$ cat config.mk
export PLATFORM = sky130hd
export DESIGN_NAME = mmio_router
export DESIGN_NICKNAME = d
export VERILOG_FILES = /design/src/rtl/mmio_router_pkg.sv /design/src/rtl/mmio_tag_fifo.sv /design/src/rtl/mmio_router.sv
export SDC_FILE = /design/constraint.sdc
export NUM_CORES = 1
export LEC_CHECK = 0
export ABC_CLOCK_PERIOD_IN_PS = 5000
export CAP_MARGIN = 30
export CORE_AREA = 5 5 161 163
export DETAILED_ROUTE_END_ITERATION = 6
export DIE_AREA = 0 0 166 168
export GPL_TIMING_DRIVEN = 0
export MAX_ROUTING_LAYER = met4
export RECOVER_POWER = 100
export SLEW_MARGIN = 10
export SYNTH_ARGS = -nofsm -noshare
export SYNTH_HDL_FRONTEND = slang
export SYNTH_SLANG_ARGS = --single-unit
$ cat constraint.sdc
create_clock -name clk -period 5 [get_ports clk]
set_input_delay 1 -clock clk [delete_from_list [all_inputs] [get_ports clk]]
set_output_delay 1 -clock clk [all_outputs]
set_load 0.005 [all_outputs]
$ cat src/rtl/mmio_router_pkg.sv
// Shared execution-environment constants for the MMIO router: bus widths,
// the memory map, and helpers for sizing device tags.
package eei;

    localparam int XLEN              = 32;
    localparam int MEMBUS_DATA_WIDTH = 32;
    localparam int MEMBUS_MASK_WIDTH = MEMBUS_DATA_WIDTH / 8;

    localparam logic [XLEN-1:0] MMAP_ROM_BEGIN = 32'h0000_1000;
    localparam logic [XLEN-1:0] MMAP_ROM_SIZE  = 32'h0000_1000;
    localparam logic [XLEN-1:0] MMAP_RAM_BEGIN = 32'h8000_0000;
    localparam logic [XLEN-1:0] MMAP_RAM_SIZE  = 32'h0100_0000;
    localparam logic [XLEN-1:0] DBG_ADDR       = 32'h4000_0000;
    localparam logic [XLEN-1:0] DBG_SIZE       = 32'd8;

    // Tags are device indices 0..num_dev-1 plus one extra code (num_dev)
    // that marks an unmapped access.
    function automatic int tag_width(input int num_dev);
        return $clog2(num_dev + 1);
    endfunction

    function automatic int unmapped_tag(input int num_dev);
        return num_dev;
    endfunction

endpackage

$ cat src/rtl/mmio_tag_fifo.sv
// Small circular FIFO holding the device tag of every outstanding request,
// so responses can be steered back in issue order. Also remembers the most
// recently pushed tag so the router can tell whether a new request targets
// the same device as the tail.
module mmio_tag_fifo #(
    parameter int WIDTH = 2,
    parameter int DEPTH = 4
) (
    input  logic                     clk,
    input  logic                     rst,
    input  logic                     push,
    input  logic                     pop,
    input  logic [WIDTH-1:0]         push_data,
    output logic [WIDTH-1:0]         head,
    output logic [WIDTH-1:0]         last,
    output logic                     full,
    output logic                     empty,
    output logic [$clog2(DEPTH):0]   count
);

    localparam int PW = (DEPTH > 1) ? $clog2(DEPTH) : 1;
    localparam int CW = $clog2(DEPTH) + 1;

    logic [WIDTH-1:0] mem [DEPTH];
    logic [PW-1:0]    rd_ptr;
    logic [PW-1:0]    wr_ptr;
    logic             do_push;
    logic             do_pop;

    // A push into a full FIFO is allowed when a pop frees a slot the same cycle.
    assign do_pop  = pop && !empty;
    assign do_push = push && (!full || do_pop);

    assign full  = (count == CW'(DEPTH));
    assign empty = (count == '0);
    assign head  = mem[rd_ptr];

    function automatic logic [PW-1:0] next_ptr(input logic [PW-1:0] p);
        return (p == PW'(DEPTH - 1)) ? '0 : p + PW'(1);
    endfunction

    // Pointer, occupancy and last-tag bookkeeping; reset drops every outstanding tag.
    always_ff @(posedge clk or posedge rst) begin
        if (rst) begin
            rd_ptr <= '0;
            wr_ptr <= '0;
            count  <= '0;
            last   <= '0;
        end else begin
            if (do_push) begin
                wr_ptr <= next_ptr(wr_ptr);
                last   <= push_data;
            end
            if (do_pop) begin
                rd_ptr <= next_ptr(rd_ptr);
            end
            case ({do_push, do_pop})
                2'b10:   count <= count + CW'(1);
                2'b01:   count <= count - CW'(1);
                default: count <= count;
            endcase
        end
    end

    // Tag storage needs no reset: entries are only read while counted as valid.
    always_ff @(posedge clk) begin
        if (do_push) begin
            mem[wr_ptr] <= push_data;
        end
    end

endmodule

$ cat src/rtl/mmio_router.sv
// Routes core memory requests to one of NUM_DEV address windows with zero
// added latency, translating addresses to window offsets, and returns
// responses strictly in order. Unmapped accesses get an error response
// generated locally one cycle after acceptance.
module mmio_router
    import eei::*;
#(
    parameter int NUM_DEV = 3,
    parameter int DEPTH   = 4,
    parameter logic [XLEN-1:0] DEV_BASE [NUM_DEV] = '{MMAP_RAM_BEGIN, MMAP_ROM_BEGIN, DBG_ADDR},
    parameter logic [XLEN-1:0] DEV_SIZE [NUM_DEV] = '{MMAP_RAM_SIZE, MMAP_ROM_SIZE, DBG_SIZE}
) (
    input  logic                          clk,
    input  logic                          rst,
    input  logic                          req_core_valid,
    output logic                          req_core_ready,
    input  logic [XLEN-1:0]               req_core_addr,
    input  logic                          req_core_wen,
    input  logic [MEMBUS_DATA_WIDTH-1:0]  req_core_wdata,
    input  logic [MEMBUS_MASK_WIDTH-1:0]  req_core_wmask,
    output logic                          req_core_rvalid,
    output logic [MEMBUS_DATA_WIDTH-1:0]  req_core_rdata,
    output logic [NUM_DEV-1:0]            dev_valid,
    input  logic [NUM_DEV-1:0]            dev_ready,
    output logic [XLEN-1:0]               dev_addr  [NUM_DEV],
    output logic [NUM_DEV-1:0]            dev_wen,
    output logic [MEMBUS_DATA_WIDTH-1:0]  dev_wdata [NUM_DEV],
    output logic [MEMBUS_MASK_WIDTH-1:0]  dev_wmask [NUM_DEV],
    input  logic [NUM_DEV-1:0]            dev_rvalid,
    input  logic [MEMBUS_DATA_WIDTH-1:0]  dev_rdata [NUM_DEV],
    output logic                          rerr,
    output logic                          busy
);

    localparam int TAG_W = tag_width(NUM_DEV);
    localparam int CW    = $clog2(DEPTH) + 1;
    localparam logic [TAG_W-1:0] UNMAPPED = TAG_W'(unmapped_tag(NUM_DEV));

    logic [TAG_W-1:0] target;
    logic [TAG_W-1:0] head_tag;
    logic [TAG_W-1:0] last_tag;
    logic [CW-1:0]    count;
    logic             fifo_full;
    logic             fifo_empty;
    logic             pop;
    logic             accept;
    logic             full_eff;
    logic             target_ok;
    logic             target_ready;

    // Lowest-numbered window wins on overlap, hence the descending scan.
    function automatic logic [TAG_W-1:0] decode(input logic [XLEN-1:0] addr);
        logic [TAG_W-1:0] tag;
        tag = UNMAPPED;
        for (int i = NUM_DEV - 1; i >= 0; i--) begin
            if (addr >= DEV_BASE[i] && (addr - DEV_BASE[i]) < DEV_SIZE[i]) begin
                tag = TAG_W'(i);
            end
        end
        return tag;
    endfunction

    assign target = decode(req_core_addr);

    mmio_tag_fifo #(
        .WIDTH (TAG_W),
        .DEPTH (DEPTH)
    ) u_tag_fifo (
        .clk       (clk),
        .rst       (rst),
        .push      (accept),
        .pop       (pop),
        .push_data (target),
        .head      (head_tag),
        .last      (last_tag),
        .full      (fifo_full),
        .empty     (fifo_empty),
        .count     (count)
    );

    // Response path: mirror the head device, or synthesise an error beat for an unmapped head.
    always_comb begin
        req_core_rvalid = 1'b0;
        req_core_rdata  = '0;
        rerr            = 1'b0;
        if (!fifo_empty) begin
            if (head_tag == UNMAPPED) begin
                req_core_rvalid = 1'b1;
                rerr            = 1'b1;
            end else begin
                for (int i = 0; i < NUM_DEV; i++) begin
                    if (head_tag == TAG_W'(i)) begin
                        req_core_rvalid = dev_rvalid[i];
                        req_core_rdata  = dev_rdata[i];
                    end
                end
            end
        end
    end

    assign pop = req_core_rvalid;

    // Readiness of whatever the current address decodes to; unmapped is always ready.
    always_comb begin
        target_ready = (target == UNMAPPED);
        for (int i = 0; i < NUM_DEV; i++) begin
            if (target == TAG_W'(i)) begin
                target_ready = dev_ready[i];
            end
        end
    end

    // A target switch waits until the FIFO drains, counting a last entry that pops this cycle.
    assign full_eff       = fifo_full && !pop;
    assign target_ok      = fifo_empty || (count == CW'(1) && pop) || (target == last_tag);
    assign req_core_ready = !full_eff && target_ok && target_ready;
    assign accept         = req_core_valid && req_core_ready && !rst;
    assign busy           = (count != '0);

    // Request fan-out: only the decoded device sees the request, all others are held at zero.
    always_comb begin
        for (int i = 0; i < NUM_DEV; i++) begin
            dev_valid[i] = 1'b0;
            dev_addr[i]  = '0;
            dev_wen[i]   = 1'b0;
            dev_wdata[i] = '0;
            dev_wmask[i] = '0;
            if (req_core_valid && target == TAG_W'(i)) begin
                dev_valid[i] = accept;
                dev_addr[i]  = req_core_addr - DEV_BASE[i];
                dev_wen[i]   = req_core_wen;
                dev_wdata[i] = req_core_wdata;
                dev_wmask[i] = req_core_wmask;
            end
        end
    end

endmodule

==> results <==
-- registers in the layout, summed over array words and instances (netlist names) --
name               cells
u_tag_fifo.count       3
u_tag_fifo.last        2
u_tag_fifo.mem         8
u_tag_fifo.rd_ptr      2
u_tag_fifo.wr_ptr      2
-- per-stage QoR --
| step | hold slack [ns] | setup TNS (ns) | power [W] | utilization, % |
|---|---|---|---|---|
| after floorplan | 0.476 | 0 | 0.000995 | - |
| after global placement | 0.500 | -103.30 | 0.00176 | 34.3 |
| after detailed placement | 0.505 | -110.07 | 0.00176 | 34.3 |
| after CTS | 0.513 | 0 | 0.00194 | 35.6 |
| after global routing | 0.530 | -0.125 | 0.00206 | 36.0 |
| final | 0.508 | 0 | 0.00191 | 36.0 |
-- timing repair --
item | 4_1_cts | 5_1_grt
pin swaps | 13 | 10
buffers inserted | 20 | 2
resized for setup | 60 | 47
cloned | 0 | 0
setup endpoints to repair | 167 | 107
hold buffers | 0 | 0
-- worst max-delay path: stages --
cell and delay (ns):
clkdlybuf4s50_1 0.46, nor4_4 0.20, nand4_2 0.16, o31a_1 0.30, a2111oi_2 0.28, nand4_1 0.27, nor2_4 0.26, buf_8 0.14
buf_4 0.13, and2_1 0.12, clkdlybuf4s50_1 0.56
-- layout make-up --
| cell class | count | area (µm²) |
|---|---|---|
| Antenna cell | 1 | 2.50 |
| Buffer | 73 | 477 |
| Clock buffer | 4 | 78.8 |
| Fill cell | 2540 | 15500 |
| Inverter | 16 | 63.8 |
| Multi-Input combinational cell | 493 | 3270 |
| Sequential cell | 17 | 465 |
| Tap cell | 324 | 405 |
| Timing Repair Buffer | 401 | 3930 |
-- layer usage --
| metal | track usage, % | share of wire [%] | up-vias |
|---|---|---|---|
| met5 | - | 0 | - |
| met4 | 2.69 | 1.2 | 0 |
| met3 | 5.25 | 9.5 | 11 |
| met2 | 29.9 | 50 | 290 |
| met1 | 18.9 | 39 | 2467 |
| li1 | - | - | 2688 |
-- final timing paths --
path,from,cells past startpoint,endpoint
hold / removal,u_tag_fifo.count[2],1,u_tag_fifo.count[2]
max in group asynchronous,rst,2,u_tag_fifo.wr_ptr[1]
setup / recovery,req_core_addr[27],11,dev_wdata[63]
setup reg to reg,u_tag_fifo.rd_ptr[0],13,u_tag_fifo.count[2]
hold reg to reg,u_tag_fifo.count[2],1,u_tag_fifo.count[2]
min in group asynchronous,rst,2,u_tag_fifo.count[1]
-- report_power, final --
part | leakage (nW) | total [W] | switching, W | internal [W]
Combinational | 3.49 | 0.00152 | 0.000718 | 0.000806
Clock | 0.0382 | 0.000162 | 0.0000532 | 0.000108
Sequential | 0.168 | 0.000223 | 0.0000377 | 0.000186
-- logic make-up after synthesis --
kind of cell	count (synthesis)	share of synthesized area, %
and+or+nand+nor	325	46.6
buffers and inverters	89	12.4
AOI/OAI and AO/OA	62	10.2
muxes	44	12.4
adders and majority gates	17	5.39
DFF	17	11.8
xor gates and xnor gates	5	1.11
other	1	0.0950
-- cell usage in the layout (no fill, tap or decap), types with 4 or more instances in the layout --
cell             count
nand4_1              9
nor3_2               4
nor3_1              12
buf_4               64
dlymetal6s2s_1      10
clkdlybuf4s50_1    348
nor2_1              83
dfrtp_1              9
o21a_1               4
o21ai_0              4
ha_1                16
nor4_1               5
buf_1                4
dlygate4sd2_1       11
a21oi_1             33
nor2b_1              6
and3_1               4
and2_1             158
edfxtp_1             8
conb_1              40
clkbuf_1            16
mux2_4               4
clkbuf_2            13
nand2_1              9
inv_1               12
nand3_1              5
xnor2_1              4
mux2i_1             35
==> impl_metrics.py <==
metrics = {
    "status": {
        "outcome": "finished, final reports clean",
    },
    "sta": {
        "worst_slew_margin_rel_pct": 48.2,
        "post-route-period-util_pct": 97.6,
        "clock_skew_ns": 0.00337,
        "layout_min_cycle_time_ns": 4.88,
        "timing.final.ws_setup_ns": 0.121,
        "drv_slew": 0,
        "setup_viol": 0,
        "worst_pin_slew_ns": 0.777,
        "fmaxAchievable_mhz": 205,
        "hold_violations": 0,
    },
    "global_route": {
        "grt_pass1_wl_mm": 35.6,
        "grt_pass1_vias": 5643,
        "grt.total_usage_pct": 16.8,
        "grt_max_degree": 11,
        "grt_antenna_before_repair": 1,
        "gr-total-overflow": 0,
    },
    "synthesis": {
        "ys_top_cells_by_area": "and2_1 (25%), mux2i_1 (8.9%), nor2_1 (8.1%)",
        "ys.flop_type": "dfrtp_1",
        "synth_edf_count": 8,
        "synth_top_area_cell": "and2_1",
        "synth-async-reset-ratio_pct": 52.9,
        "netlist_instances": 560,
        "avgSynthCellArea_um2": 7.05,
        "synthTopCellsByCount": "and2_1 (158), nor2_1 (85), buf_4 (40), mux2i_1 (35), a21oi_1 (33)",
        "synth_cell_type_count": 58,
        "yosys.area.top_type_share_pct": 25.0,
        "syn_area_um2": 3950,
        "ys_warn_count": 0,
        "yosysMostFrequentCell": "and2_1",
        "synth-seq-cells": 17,
        "ys_seq_area_share_pct": 11.8,
    },
    "clock_network": {
        "cts_buffers": 3,
        "cts_tree": "yes",
        "htreeDepth": 1,
        "cts_root_buf": "clkbuf_16",
        "cts.sink_count": 17,
        "clk_latency_ns": 0.25,
        "clock_path_buffers": 2,
        "cts.clk_slew.worst_paths_ns": 0.05,
    },
    "routing": {
        "drc": 0,
        "vias_per_cell": 4.11,
        "wl_per_cell_um": 18.4,
        "final_antenna_net_count": 0,
        "num_vias": 5456,
        "drt_first_pass_iters": 4,
        "drtIter0Drc": 184,
        "drt-total-wl_mm": 24.5,
    },
    "place": {
        "globalplace.congestion": 0.920,
        "place_area_um2": 8290,
        "pre_cts_slack_ns": -1.29,
        "hpwl_mm": 20.9,
        "io_buffers": 379,
        "dp.cells": 1302,
    },
    "worst_setup_path": {
        "crit_type": "in2out",
        "crit_path_start_kind": "input pin",
        "worstPathArrival_ns": 3.88,
        "end_kind": "output pin",
        "reg2reg_slack_ns": 1.63,
        "cp.required_ns": 4.00,
        "critical_path.max_fanout": 6,
    },
    "power_and_ir_drop": {
        "power.density_nw_per_um2": 219,
        "p_leak_nw": 3.70,
        "irDropWorstVdd_uv": 169,
    },
    "die": {
        "die_w_um": 166,
        "core_region_area_um2": 24200,
        "initial_core_util_pct": 16.3,
        "dieArea_um2": 27900,
        "die_h_um": 168,
        "rows": 57,
        "ios": 420,
    },
    "run": {
        "max_cap_violations": 0,
    },
    "finish": {
        "final_nets": 1196,
        "stdcell_count": 1329,
        "stdcell_area_um2": 8700,
        "area_growth_pct": 120,
        "layout-drive-gt1-share_pct": 12.9,
    },
    "worst_hold_path": {
        "min_path_type": "reg2reg",
    },
}
Power figures use the tool's default switching activity.
